<file path="config.mk">
export PLATFORM = sky130hd
export DESIGN_NAME = tcm_stream_reader
export DESIGN_NICKNAME = d
export VERILOG_FILES = /design/src/rtl/tcm_stream_reader.sv
export SDC_FILE = /design/constraint.sdc
export NUM_CORES = 1
export LEC_CHECK = 0
export ABC_AREA = 1
export CAP_MARGIN = 30
export CELL_PAD_IN_SITES_DETAIL_PLACEMENT = 1
export CELL_PAD_IN_SITES_GLOBAL_PLACEMENT = 2
export CORE_MARGIN = 2
export CORE_UTILIZATION = 35
export CTS_CLUSTER_DIAMETER = 80
export CTS_CLUSTER_SIZE = 12
export DETAILED_ROUTE_END_ITERATION = 8
export DONT_BUFFER_PORTS = 1
export GPL_ROUTABILITY_DRIVEN = 0
export MAX_ROUTING_LAYER = met4
export PLACE_DENSITY_LB_ADDON = 0.15
export SLEW_MARGIN = 30
export SYNTH_ARGS = -nofsm -noshare
export SYNTH_HDL_FRONTEND = slang
export SYNTH_SLANG_ARGS = --single-unit
</file>
<file path="constraint.sdc">
create_clock -name M_AXIS_ACLK -period 2.29 [get_ports M_AXIS_ACLK]
set_input_delay 0.458 -clock M_AXIS_ACLK [delete_from_list [all_inputs] [get_ports M_AXIS_ACLK]]
set_output_delay 0.458 -clock M_AXIS_ACLK [all_outputs]
set_load 0.1 [all_outputs]
</file>
<file path="src/rtl/tcm_stream_reader.sv">
// Reads a burst of words from the 32-entry TCM and streams them out as one AXI-Stream packet.
// Reads are throttled so buffered plus outstanding words never exceed the 2-entry output FIFO.
//
// state   | meaning
// --------+-----------------------------------------------------------
// S_IDLE  | waiting for a start edge on USR_tcm_control[0]
// S_RUN   | issuing TCM reads until the whole burst has been requested
// S_DRAIN | all reads issued; streaming the remaining words until TLAST
module tcm_stream_reader #(
    parameter int C_M_AXIS_TDATA_WIDTH = 32,
    parameter int C_FIFO_DEPTH         = 2
) (
    input  logic                            M_AXIS_ACLK,
    input  logic                            M_AXIS_ARESET,
    input  logic [31:0]                     USR_tcm_control,
    output logic                            tcm_rd_en,
    output logic [4:0]                      tcm_rd_addr,
    input  logic [C_M_AXIS_TDATA_WIDTH-1:0] tcm_rd_data,
    output logic                            M_AXIS_TVALID,
    output logic [C_M_AXIS_TDATA_WIDTH-1:0] M_AXIS_TDATA,
    output logic                            M_AXIS_TLAST,
    input  logic                            M_AXIS_TREADY,
    output logic                            busy,
    output logic                            done
);

    typedef enum logic [1:0] {S_IDLE, S_RUN, S_DRAIN} state_t;

    localparam logic [2:0] L_DEPTH = 3'(C_FIFO_DEPTH);

    state_t                          r_state;
    logic                            r_start_q;
    logic [4:0]                      r_addr;
    logic [5:0]                      r_len;
    logic [5:0]                      r_issued;
    logic [5:0]                      r_sent;
    logic                            r_rd_en;
    logic [4:0]                      r_rd_addr;
    logic                            r_busy;
    logic                            r_done;
    logic                            r_pend;
    logic [C_M_AXIS_TDATA_WIDTH-1:0] r_mem [0:1];
    logic                            r_wr_ptr;
    logic                            r_rd_ptr;
    logic [1:0]                      r_count;

    logic       w_start;
    logic       w_pop;
    logic       w_push;
    logic [2:0] w_occ;
    logic       w_issue;
    logic       w_last_beat;
    logic       w_unused_ctrl;

    assign w_unused_ctrl = ^{USR_tcm_control[31:21], USR_tcm_control[15:13], USR_tcm_control[7:1]};

    assign w_start     = USR_tcm_control[0] & ~r_start_q;
    assign w_pop       = M_AXIS_TVALID & M_AXIS_TREADY;
    assign w_push      = r_pend;
    // Occupancy covers words buffered, strobes on the bus and data returning next edge.
    assign w_occ       = {1'b0, r_count} + {2'b00, r_rd_en} + {2'b00, r_pend};
    assign w_issue     = (r_state == S_RUN) && (r_issued < r_len) &&
                         (w_occ < (L_DEPTH + {2'b00, w_pop}));
    assign w_last_beat = w_pop && (r_sent == r_len - 6'd1);

    assign M_AXIS_TVALID = (r_count != 2'd0);
    assign M_AXIS_TDATA  = r_mem[r_rd_ptr];
    assign M_AXIS_TLAST  = M_AXIS_TVALID && (r_sent == r_len - 6'd1);
    assign tcm_rd_en     = r_rd_en;
    assign tcm_rd_addr   = r_rd_addr;
    assign busy          = r_busy;
    assign done          = r_done;

    always_ff @(posedge M_AXIS_ACLK) begin
        if (M_AXIS_ARESET) begin
            r_state   <= S_IDLE;
            r_start_q <= 1'b0;
            r_addr    <= 5'd0;
            r_len     <= 6'd0;
            r_issued  <= 6'd0;
            r_sent    <= 6'd0;
            r_rd_en   <= 1'b0;
            r_rd_addr <= 5'd0;
            r_busy    <= 1'b0;
            r_done    <= 1'b0;
        end else begin
            r_start_q <= USR_tcm_control[0];
            r_done    <= 1'b0;
            r_rd_en   <= 1'b0;
            if (w_pop) begin
                r_sent <= r_sent + 6'd1;
            end
            if (w_issue) begin
                r_rd_en   <= 1'b1;
                r_rd_addr <= r_addr;
                r_addr    <= r_addr + 5'd1;
                r_issued  <= r_issued + 6'd1;
            end
            case (r_state)
                S_IDLE: begin
                    if (w_start) begin
                        r_addr   <= USR_tcm_control[12:8];
                        r_len    <= {1'b0, USR_tcm_control[20:16]} + 6'd1;
                        r_issued <= 6'd0;
                        r_sent   <= 6'd0;
                        r_busy   <= 1'b1;
                        r_state  <= S_RUN;
                    end
                end
                S_RUN: begin
                    if (r_issued == r_len) begin
                        r_state <= S_DRAIN;
                    end
                end
                S_DRAIN: begin
                    if (w_last_beat) begin
                        r_busy  <= 1'b0;
                        r_done  <= 1'b1;
                        r_state <= S_IDLE;
                    end
                end
                default: r_state <= S_IDLE;
            endcase
        end
    end

    // Reset clears r_pend, so a TCM word returning after reset is dropped.
    always_ff @(posedge M_AXIS_ACLK) begin
        if (M_AXIS_ARESET) begin
            r_mem[0] <= '0;
            r_mem[1] <= '0;
            r_wr_ptr <= 1'b0;
            r_rd_ptr <= 1'b0;
            r_count  <= 2'd0;
            r_pend   <= 1'b0;
        end else begin
            r_pend <= r_rd_en;
            if (w_push) begin
                r_mem[r_wr_ptr] <= tcm_rd_data;
                r_wr_ptr        <= ~r_wr_ptr;
            end
            if (w_pop) begin
                r_rd_ptr <= ~r_rd_ptr;
            end
            case ({w_push, w_pop})
                2'b10:   r_count <= r_count + 2'd1;
                2'b01:   r_count <= r_count - 2'd1;
                default: r_count <= r_count;
            endcase
        end
    end

endmodule

</file>
==> results of run 1 <==
power groups by stage:
stage	registers, W	clock network (W)	logic (W)
floorplan	0.00227	0	0.000753
global placement	0.00218	0	0.00119
detailed placement	0.00218	0	0.00121
CTS	0.00214	0.00160	0.00122
global route	0.00215	0.00168	0.00129
finish	0.00214	0.00154	0.00121
stage by stage:
stage	setup slack, ns	hold WS (ns)	power [W]
after global placement	0.2827	0.4349	0.003365
after CTS	0.02271	0.1514	0.004958
after floorplan	0.04814	0.4258	0.003023
after global routing	0.01176	0.1478	0.005122
final	0.1007	0.1657	0.004884
after detailed placement	0.2743	0.4528	0.003389
cell type report:
type	count	area [sq um]
Clock buffer	10	229.0
Clock inverter	6	68.82
Fill cell	1563	7595
Inverter	82	307.8
Multi-Input combinational cell	312	1799
Sequential cell	104	2725
Tap cell	180	225.2
Timing Repair Buffer	53	823.3
Yosys cell counts, drive strengths merged:
cell type  instances  area share
edfxtp            64        0.39
a21oi             18       0.021
xor2               5      0.0090
dfxtp             40        0.16
nand2             72       0.060
nor3               5      0.0051
o21ai             25       0.026
o21bai             1      0.0015
nor2             101       0.083
nor3b              1      0.0015
nand3             27       0.028
ha                13       0.033
inv               81       0.062
fa                 1      0.0041
mux2              32       0.074
o22ai              2      0.0026
clkbuf             4      0.0031
xnor2              5      0.0090
clkinv             1     0.00077
nand4              2      0.0026
or2                2      0.0026
buf               12       0.014
state kept, by name (all words and copies together) (netlist names), 2 cells and up, named ones only:
name / count
r_state: 2
r_addr: 5
r_len: 6
r_issued: 6
tcm_rd_addr: 5
r_sent: 6
r_count: 2
r_mem: 64
repair_timing:
action | CTS | global route
gates resized for setup | 3 | 2
endpoints found under the setup margin | 1 | 1
setup buffers | 1 | 2
hold buffers | 0 | 0
pin swaps | 0 | 3
metal layers:
| metal | part of all wire | vias to the layer above |
|---|---|---|
| li1 | - | 1751 |
| met1 | 0.43 | 1740 |
| met2 | 0.52 | 63 |
| met3 | 0.034 | 13 |
| met4 | 0.016 | 0 |
| met5 | 0 | - |
final timing paths:
check | start | depth (start not counted) | slack [ns] | end
hold reg to reg | r_rd_ptr | 1 | 0.46 | r_rd_ptr
setup reg to reg | r_count[0] | 10 | 0.30 | r_issued[4]
hold / removal | M_AXIS_ARESET | 1 | 0.17 | tcm_rd_addr[2]
setup / recovery | r_len[0] | 7 | 0.10 | M_AXIS_TLAST
critical path: stages (launching register included):
cell	delay [ns]
dfxtp_2	0.35
inv_2	0.06
ha_4	0.23
xnor2_1	0.11
nor2_1	0.12
nand2_1	0.11
nor3_4	0.21
buf_12	0.20
cell families (layout without fill, tap and decap cells):
| family | count (synthesis) | in the layout | synth area share |
|---|---|---|---|
| compound gates | 46 | 46 | 0.05193 |
| fa+ha+maj | 14 | 14 | 0.03735 |
| xor+xnor | 10 | 10 | 0.01791 |
| flops | 104 | 104 | 0.5567 |
| buf+inv | 98 | 151 | 0.08032 |
| mux | 32 | 32 | 0.07367 |
| simple gates | 210 | 210 | 0.1821 |
==> summary.md, run 1 <==
| Metric | Value |
|---|---|
| Outcome | `finished, final reports clean` |
| Syn Nets | `595` |
| Deepest clock path buffer count | `2` |
| Sequential area share after synthesis | `0.5567` |
| Detailed placement HPWL | `7.941 mm` |
| GRT met3 Usage | `0.02649` |
| Die footprint | `14,940 sq um` |
| Comb power frac | `0.247` |
| Overall routed net length | `11.13 mm` |
| Number of max-cap violations | `0` |
| Critical Path Fanout Max | `3` |
| Post-synthesis cell area | `4891 sq um` |
| Fin Setup TNS | `0 ns` |
| Arr. time, crit path | `1.73 ns` |
| Initial Utilization | `0.3551` |
| LEAKAGE | `2.691 nW` |
| Final slew viol count | `0` |
| Worst EP required | `1.83 ns` |
| Layout Cells excl Fill | `747` |
| Most Crowded Layer GR | `met2` |
| Most frequent cells in the layout | `nor2_1, inv_1, nand2_1, edfxtp_1, dfxtp_1` |
| Chip Height | `122.2 um` |
| First-pass GRT wire length | `18.33 mm` |
| Root Buffer | `clkbuf_16` |
| Dpl cells | `728` |
| CTS tree | `built` |
| DRC errors left | `0` |
| Top Ports | `109` |
| GRT Overall Usage | `0.1624` |
| Post-placement cell area | `5844 sq um` |
| Hold Crit Class | `in -> reg` |
| Finished Cell Area | `6178 sq um` |
| Synth warn | `0` |
| Switching pwr | `0.001566 W` |
| Fin util | `0.4486` |
| Slew HR | `0.7278` |
| Port Buffers | `0` |
| RSZ-0062 raised after global routing | `false` |
| Reg clk slew, reported paths | `0.07 ns` |
| Int Pwr | `0.003318 W` |
| Chip width | `122.2 um` |
| Nets | `643` |
| Routed Antenna Nets | `0` |
| Worst setup path category | `reg -> out` |
| Syn Area/Cell | `9.515 sq um` |
| Fmax | `456.8 MHz` |
| Critical Path Source Type | `register` |
| Initial antenna violation count | `0` |
| Vias in the first global route | `3,738` |
| Clk network pwr share | `0.315` |
| Core area | `13,770 sq um` |
| Met1 Use GR | `0.1892` |
| Sequential share of power | `0.438` |
| Final Hold Fails | `0` |
| Grt total ovfl | `0` |
| Total number of vias | `3,567` |
| Wire per inst | `14.90 um` |
| Final period util | `0.9560` |
| Antenna cells | `0` |
| CTS Buf Count | `9` |
| Layout cells sized above 1 | `0.2099` |
| Pin count of the biggest net entering global routing | `34` |
| Num Clock Sinks | `104` |
| Most common cell after layout, fill and taps aside | `nor2_1` |
| DRT iter0 DRCs | `135` |
| Minimum clock period | `2.189 ns` |
| Netlist cell types | `34` |
| Synthesis-to-layout area growth | `26.32%` |
| Worst Clk Skew | `0.004898 ns` |
| Worst IR Drop VDD | `309.7 uV` |
| #FFs+latches synth | `104` |
| CTS HTree Levels | `3` |
| Switch share | `0.3206` |
| Vias per cell | `4.775` |
| Final setup viols | `0` |
| Synth Instances | `514` |
| Clk_lat worst skew | `0.34 ns` |
| # rows | `43` |
| Crit. End Element | `output pin` |
| Pwr Density | `790.5 nW/um^2` |
| Slew @ Worst Pin | `0.4083 ns` |
| GR Util met2 | `0.2819` |
| Drt pass-1 iters | `4` |
No activity file was read; power rests on OpenSTA's default activity.
==> run 2: changes to the inputs <==
--- a/config.mk
+++ b/config.mk
@@ -7,10 +7,8 @@
 export LEC_CHECK = 0
 export ABC_AREA = 1
 export CAP_MARGIN = 30
-export CELL_PAD_IN_SITES_DETAIL_PLACEMENT = 1
-export CELL_PAD_IN_SITES_GLOBAL_PLACEMENT = 2
 export CORE_MARGIN = 2
-export CORE_UTILIZATION = 35
+export CORE_UTILIZATION = 45
 export CTS_CLUSTER_DIAMETER = 80
 export CTS_CLUSTER_SIZE = 12
 export DETAILED_ROUTE_END_ITERATION = 8
==> run 2 against run 1 <==
First-iteration DRC count decreased by 11%. Total power fell by 9.9%. Via count down 3.9%. Clock power fell by 31%. Register-to-register slack worse by 0.03 ns. Combinational power barely moved. Count of clock-buffer cells in the layout unchanged. Critical path depth is the same. Design area is 2.7% lower. Fmax fell by 0.17%. Hold slack worse by 0.020 ns. Largest power group unchanged.
==> summary.md, run 2 (synthesis results as in run 1) <==
| Metric | Value |
|---|---|
| Root Buffer | `clkbuf_8` |
| Vias per cell | `4.856 (+1.7%)` |
| Crit. End Element | `output pin` |
| Min-delay src | `M_AXIS_ARESET` |
| Nets | `642 (-0.16%)` |
| Fin util | `0.5618 (+0.1132)` |
| Deepest clock path buffer count | `2 (unchanged)` |
| Most common cell after layout, fill and taps aside | `nor2_1` |
| Hold_ws | `0.1457 ns (-0.01994 ns)` |
| Worst IR Drop VDD | `358.8 uV (+16%)` |
| Core area | `10,700 sq um (-22%)` |
| Fmax | `456.0 MHz (-0.17%)` |
| Total number of vias | `3,428 (-3.9%)` |
| Outcome | `finished, final reports clean` |
| Minimum clock period | `2.193 ns (+0.003821 ns)` |
| DRC errors left | `0 (unchanged)` |
| First-pass GRT wire length | `16.14 mm (-12%)` |
| Drt pass-1 iters | `5 (+1)` |
| Chip Height | `108.3 um (-11%)` |
| Number of flip-flops in the largest register | `64 (unchanged)` |
| Most frequent cells in the layout | `nor2_1, inv_1, nand2_1, edfxtp_1, dfxtp_1` |
| Pwr Density | `731.9 nW/um^2 (-7.4%)` |
| # rows | `38 (-12%)` |
| DRT iter0 DRCs | `120 (-11%)` |
| Largest reg by FF count | `r_mem` |
| Port Buffers | `0 (unchanged)` |
| GRT Overall Usage | `0.1811 (+0.01867)` |
| Number of max-cap violations | `0 (unchanged)` |
| Final Hold Fails | `0 (unchanged)` |
| CTS HTree Levels | `3 (unchanged)` |
| LEAKAGE | `2.636 nW (-2.0%)` |
| Vias in the first global route | `3,569 (-4.5%)` |
| Critical Path Fanout Max | `3 (unchanged)` |
| Layout cells sized above 1 | `0.2138 (+0.003904)` |
| Initial antenna violation count | `0 (unchanged)` |
| Routed Antenna Nets | `0 (unchanged)` |
| Num Clock Sinks | `104 (unchanged)` |
| Filler Cells Inserted | `971 (-38%)` |
| Slew HR | `0.6766 (-0.05119)` |
| Antenna cells | `0 (unchanged)` |
| CTS Buf Count | `9 (unchanged)` |
| Cts hold-fix bufs | `0 (unchanged)` |
| Detailed placement HPWL | `6.674 mm (-16%)` |
| Final setup margin | `0.09687 ns (-0.003821 ns)` |
| Pwr Total | `0.004398 W (-9.9%)` |
| Grt total ovfl | `0 (unchanged)` |
| Hold Crit Class | `in -> reg` |
| Clk_lat worst skew | `0.36 ns (+0.02 ns)` |
| Synthesis-to-layout area growth | `22.87%` |
| CP startpoint | `r_len[0]` |
| Die footprint | `11,720 sq um (-22%)` |
| Overall routed net length | `9.552 mm (-14%)` |
| Worst setup path category | `reg -> out` |
| Place WS | `0.2923 ns (+0.01795 ns)` |
| Wire per inst | `13.53 um (-9.2%)` |
| Critical Path Source Type | `register` |
| Final slew viol count | `0 (unchanged)` |
| Final period util | `0.9577 (+0.001668)` |
| Reg clk slew, reported paths | `0.10 ns (+0.03 ns)` |
| Worst EP required | `1.83 ns (about the same)` |
| Arr. time, crit path | `1.74 ns (about the same)` |
| Worst Clk Skew | `0.01348 ns (+0.008580 ns)` |
| Initial Utilization | `0.4572 (+0.1021)` |
| R2r startpoint | `r_count[0]` |
| Pin count of the biggest net entering global routing | `34 (unchanged)` |
| Chip width | `108.3 um (-11%)` |
| Slew @ Worst Pin | `0.4846 ns (+0.07627 ns)` |
| Top Ports | `109 (unchanged)` |
| Final setup viols | `0 (unchanged)` |
| CTS tree | `built` |
## run 2: area by class of cell
| class | instances | area, sq um | share of cell area |
|---|---|---|---|
| multi-input combinational | 312 | 1807 | 0.3006 |
| tap | 140 | 175.2 | 0.02915 |
| clock buffer | 10 | 127.6 | 0.02124 |
| inverter | 82 | 307.8 | 0.05122 |
| timing repair buffer | 52 | 815.8 | 0.1357 |
| sequential | 104 | 2725 | 0.4535 |
| clock inverter | 6 | 51.30 | 0.008536 |
## run 2: metrics by stage
stage,instance area [sq um],cells,TNS (ns)
after global routing,6010,706,-0.009861
after detailed placement,5787,687,0
after global placement,5787,687,0
final,6010,706,0
after floorplan,4903,514,0
after CTS,5977,704,0
## run 2: timing repair
action                                  4_1_cts  5_1_grt
pin swaps                                     2        1
endpoints found under the hold margin         0        0
resized for setup                             4        4
endpoints found under the setup margin        1        1
setup buffers                                 1        2
## run 2: report_power, final
part           switching [W]  internal [W]  leakage (nW)
logic               0.000808      0.000380          1.56
registers          0.0000560       0.00208         0.988
clock network       0.000655      0.000417        0.0936
total                0.00152       0.00288          2.64
## run 2: critical path: stages, from the launching register on
cell and delay, ns:
dfxtp_2 0.36, inv_2 0.05, ha_4 0.23, xnor2_1 0.11, nor2_1 0.14, nand2_2 0.09
nor3_4 0.20, buf_12 0.20
## run 2: worst paths after layout
kind,end,slack [ns],depth (start not counted)
max,M_AXIS_TLAST,0.1,7
min,tcm_rd_addr[2],0.15,1
max reg2reg,r_addr[0],0.27,9
min reg2reg,register,0.45,1
## run 2: per-layer routing
metal | vias to the layer above | routed length [um] | track usage
met5 | - | 0 | -
met4 | 0 | 143 | 0.05769
met3 | 10 | 447 | 0.03376
met2 | 79 | 4803 | 0.3023
met1 | 1596 | 4157 | 0.2234
li1 | 1743 | - | -
==> run 3: changes to the inputs <==
--- a/config.mk
+++ b/config.mk
@@ -5,7 +5,6 @@
 export SDC_FILE = /design/constraint.sdc
 export NUM_CORES = 1
 export LEC_CHECK = 0
-export ABC_AREA = 1
 export CAP_MARGIN = 30
 export CORE_MARGIN = 2
 export CORE_UTILIZATION = 45
==> run 3 against run 2 <==
Global-route usage decreased by 0.34 points. Clock power hardly changed. Via count fell by 7.4%. Combinational power hardly changed. First-iteration DRC count shrank 12%. Cell count is 14% lower. Die area decreased by 1.9%. The flow now finishes with violations (setup timing). Non-clock buffer count is 15 higher. Critical path type unchanged. Hold slack improved by 0.018 ns. Sequential power hardly changed. Count of clock-buffer cells in the layout shrank 1.
==> summary.md, run 3 <==
| Metric | Value |
|---|---|
| Nets | `545 (-15%)` |
| Dpl cells | `584 (-15%)` |
| R2r startpoint | `tcm_rd_en` |
| Critical Path Source Type | `register` |
| Metal2 WL | `4.994 mm (+4.0%)` |
| Fin Setup TNS | `-0.1022 ns (-0.1022 ns)` |
| Hold Crit Class | `in -> reg` |
| Adder-Cell Fraction of Synth Area | `0.03811 (+0.0007604)` |
| Number of max-cap violations | `0 (unchanged)` |
| Total number of vias | `3,175 (-7.4%)` |
| Met3 WL post-DR | `507 um (+13%)` |
| Critical Path Fanout Max | `4 (+1)` |
| Final slew viol count | `0 (unchanged)` |
| Port Buffers | `0 (unchanged)` |
| Worst path cell trace | `inv_2, ha_4, o21ba_4, a221oi_2, a41o_1, and4b_4, buf_12` |
| Slew @ Worst Pin | `0.4504 ns (-0.03419 ns)` |
| CTS tree | `built` |
| CTS HTree Levels | `3 (unchanged)` |
| Crit path max-delay family | `compound AO/OA/AOI/OAI gates` |
| Hold Path End | `r_len[0]` |
| Cts hold-fix bufs | `0 (unchanged)` |
| Syn Nets | `487 (-18%)` |
| LEAKAGE | `2.346 nW (-11%)` |
| Minimum clock period | `2.392 ns (+0.1991 ns)` |
| Antenna cells | `0 (unchanged)` |
| Syn Area/Cell | `11.81 sq um (+24%)` |
| R2R Path End | `r_addr[2]` |
| Share of flip-flops with an asynchronous set or reset | `0 (unchanged)` |
| Final setup viols | `1 (+1)` |
| CP bufs+invs | `2 (unchanged)` |
| First-pass GRT wire length | `15.34 mm (-5.0%)` |
| Min-delay src | `USR_tcm_control[16]` |
| Post-synthesis mux area share | `0.07935 (+0.005677)` |
| Outcome | `finished, violations left` |
| Hold path depth | `1 (unchanged)` |
| Slowest Stage Delay on Critical Path | `0.36 ns (about the same)` |
| Worst IR Drop VDD | `301.1 uV (-16%)` |
| Pwr Density | `722.8 nW/um^2 (-1.2%)` |
| Crit. End Element | `output pin` |
| DRC errors left | `0 (unchanged)` |
| Grt total ovfl | `0 (unchanged)` |
| Num Clock Sinks | `104 (unchanged)` |
| Pin count of the biggest net entering global routing | `38 (+12%)` |
| DRT iter0 DRCs | `106 (-12%)` |
| GRT Overall Usage | `0.1777 (-0.003387)` |
| Deepest clock path buffer count | `2 (unchanged)` |
| Vias per cell | `5.248 (+8.1%)` |
| Hold_ws | `0.1633 ns (+0.01756 ns)` |
| Largest reg by FF count | `r_mem` |
| Slew HR | `0.6997 (+0.02314)` |
| Worst EP required | `1.83 ns (about the same)` |
| Reg clk slew, reported paths | `0.10 ns (about the same)` |
| Post-synthesis cell area | `4793 sq um (-2.0%)` |
| Top sig layer | `met4` |
| Synthesis-to-layout area growth | `25.82%` |
| Synth cell count leaders | `and2_1, edfxtp_1, dfxtp_1, mux2_2, nor2_1` |
| Top cells by area, synth | `edfxtp_1, dfxtp_1, and2_1` |
| Synth top area share | `0.4009 (+0.008000)` |
| Worst setup path category | `reg -> out` |
| Synth warn | `0 (unchanged)` |
| Arr. time, crit path | `1.93 ns (+0.19 ns)` |
| Chip Height | `107.2 um (-0.97%)` |
| Top Ports | `109 (unchanged)` |
| Drt pass-1 iters | `4 (-1)` |
| Prevailing post-synth register cell | `edfxtp_1` |
| # rows | `37 (-2.6%)` |
| Layout cells sized above 1 | `0.2942 (+0.08046)` |
| RSZ-0062 raised after global routing | `true` |
| Vias in the first global route | `3,166 (-11%)` |
| Die footprint | `11,490 sq um (-1.9%)` |
| Sequential area share after synthesis | `0.5680 (+0.01133)` |
| Wire per inst | `15.91 um (+18%)` |
| Detailed placement HPWL | `6.803 mm (+1.9%)` |
| Fmax | `418.0 MHz (-8.3%)` |
| CTS Buf Count | `9 (unchanged)` |
| Initial Utilization | `0.4643 (+0.007114)` |
| Area fraction in and, or, nand and nor cells after synthesis | `0.1845 (+0.002403)` |
| Place WS | `0.07388 ns (-0.2184 ns)` |
| CP max stage cell | `dfxtp_2` |
| Violated checks | `setup timing` |
| Post-Synth XOR/XNOR Area | `0.03837 (+0.02046)` |
| Flop-to-flop setup slack | `0.08 ns (-0.19 ns)` |
| Final Hold Fails | `0 (unchanged)` |
| Number of flip-flops in the largest register | `64 (unchanged)` |
| Post-synthesis compound-gate area fraction | `0.06212 (+0.01019)` |
| Largest family of logic cells by synthesized area | `simple AND/OR/NAND/NOR gates` |
| Post-route met1 wirelength | `3.940 mm (-5.2%)` |
| Core area | `10,320 sq um (-3.5%)` |
| Overall routed net length | `9.626 mm (+0.77%)` |
| #FFs+latches synth | `104 (unchanged)` |
| Initial antenna violation count | `0 (unchanged)` |
| Most frequent cells in the layout | `and2_1, edfxtp_1, dfxtp_1, buf_4, buf_12` |
| Layout Cells excl Fill | `605 (-14%)` |
| Post-placement cell area | `5786 sq um (about the same)` |
| Worst Clk Skew | `0.01194 ns (-0.001537 ns)` |
| Post-synth EDFFs | `64 (unchanged)` |
| Chip width | `107.2 um (-0.97%)` |
| Synth Instances | `406 (-21%)` |
| R2R cell count | `8 (-1)` |
| Routed Antenna Nets | `0 (unchanged)` |
| Final period util | `1.045 (+0.08693)` |
| Synth area leader | `edfxtp_1` |
| Final setup margin | `-0.1022 ns (-0.1991 ns)` |
| Clk_lat worst skew | `0.36 ns (about the same)` |
| Root Buffer | `clkbuf_8` |
| Netlist cell types | `51 (+50%)` |
| Finished Cell Area | `6031 sq um (+0.35%)` |
-- run 3: changes by cell type in the layout (fill, tap and decap cells not counted), sizes merged, moves of 4 or more --
cell | before | now
a21oi | 18 | 14
a311oi | 0 | 4
or3 | 0 | 6
o21ai | 25 | 5
nor2 | 101 | 26
a211oi | 0 | 4
and2 | 0 | 64
inv | 85 | 18
xor2 | 5 | 13
nand3 | 27 | 8
nand2 | 72 | 22
buf | 52 | 67
-- run 3: worst max-delay path by stage --
stage,cells past startpoint,slack (ns),startpoint,to
after floorplan,8,-0.005,tcm_rd_en,r_addr[2]
after global routing,7,-0.15,r_len[1],M_AXIS_TLAST
final,7,-0.10,r_len[1],M_AXIS_TLAST
after detailed placement,7,0.07,r_len[1],M_AXIS_TLAST
after CTS,7,-0.11,r_len[1],M_AXIS_TLAST
after global placement,7,0.11,r_len[1],M_AXIS_TLAST
-- run 3: cell type report --
type                       instances  area [sq um]
timing repair buffer              67         915.9
clock inverter                     7         55.05
sequential                       104          2730
tap                              136         170.2
multi-input combinational        266          1976
fill                             856          4293
clock buffer                       9         123.9
inverter                          16         60.06
-- run 3: metrics by stage --
step	utilization	total power [W]
floorplan	-	0.002955
global placement	0.5604	0.003311
detailed placement	0.5604	0.003332
CTS	0.5826	0.004394
global route	0.5842	0.004527
finish	0.5842	0.004359
-- run 3: layer usage --
layer | vias up | track usage
li1 | 1545 | -
met1 | 1537 | 0.2072
met2 | 78 | 0.3056
met3 | 15 | 0.03040
met4 | 0 | 0.07050
met5 | - | -
-- run 3: repair_timing --
action                     CTS  global route
setup endpoints to repair    1             6
pin swaps                    3             1
gates resized for setup      8             3
buffers inserted             3             2
-- run 3: cell families after synthesis --
family | Yosys count
muxes | 34
adders and majority gates | 14
buffers and inverters | 36
xor gates and xnor gates | 21
DFF | 104
AOI/OAI and AO/OA | 41
and+or+nand+nor | 156
-- run 3: where the power goes --
group          internal (W)  switching [W]  total (W)
clock              0.000407       0.000642    0.00105
sequential          0.00207      0.0000525    0.00213
combinational      0.000439       0.000744    0.00118
total               0.00292        0.00144    0.00436
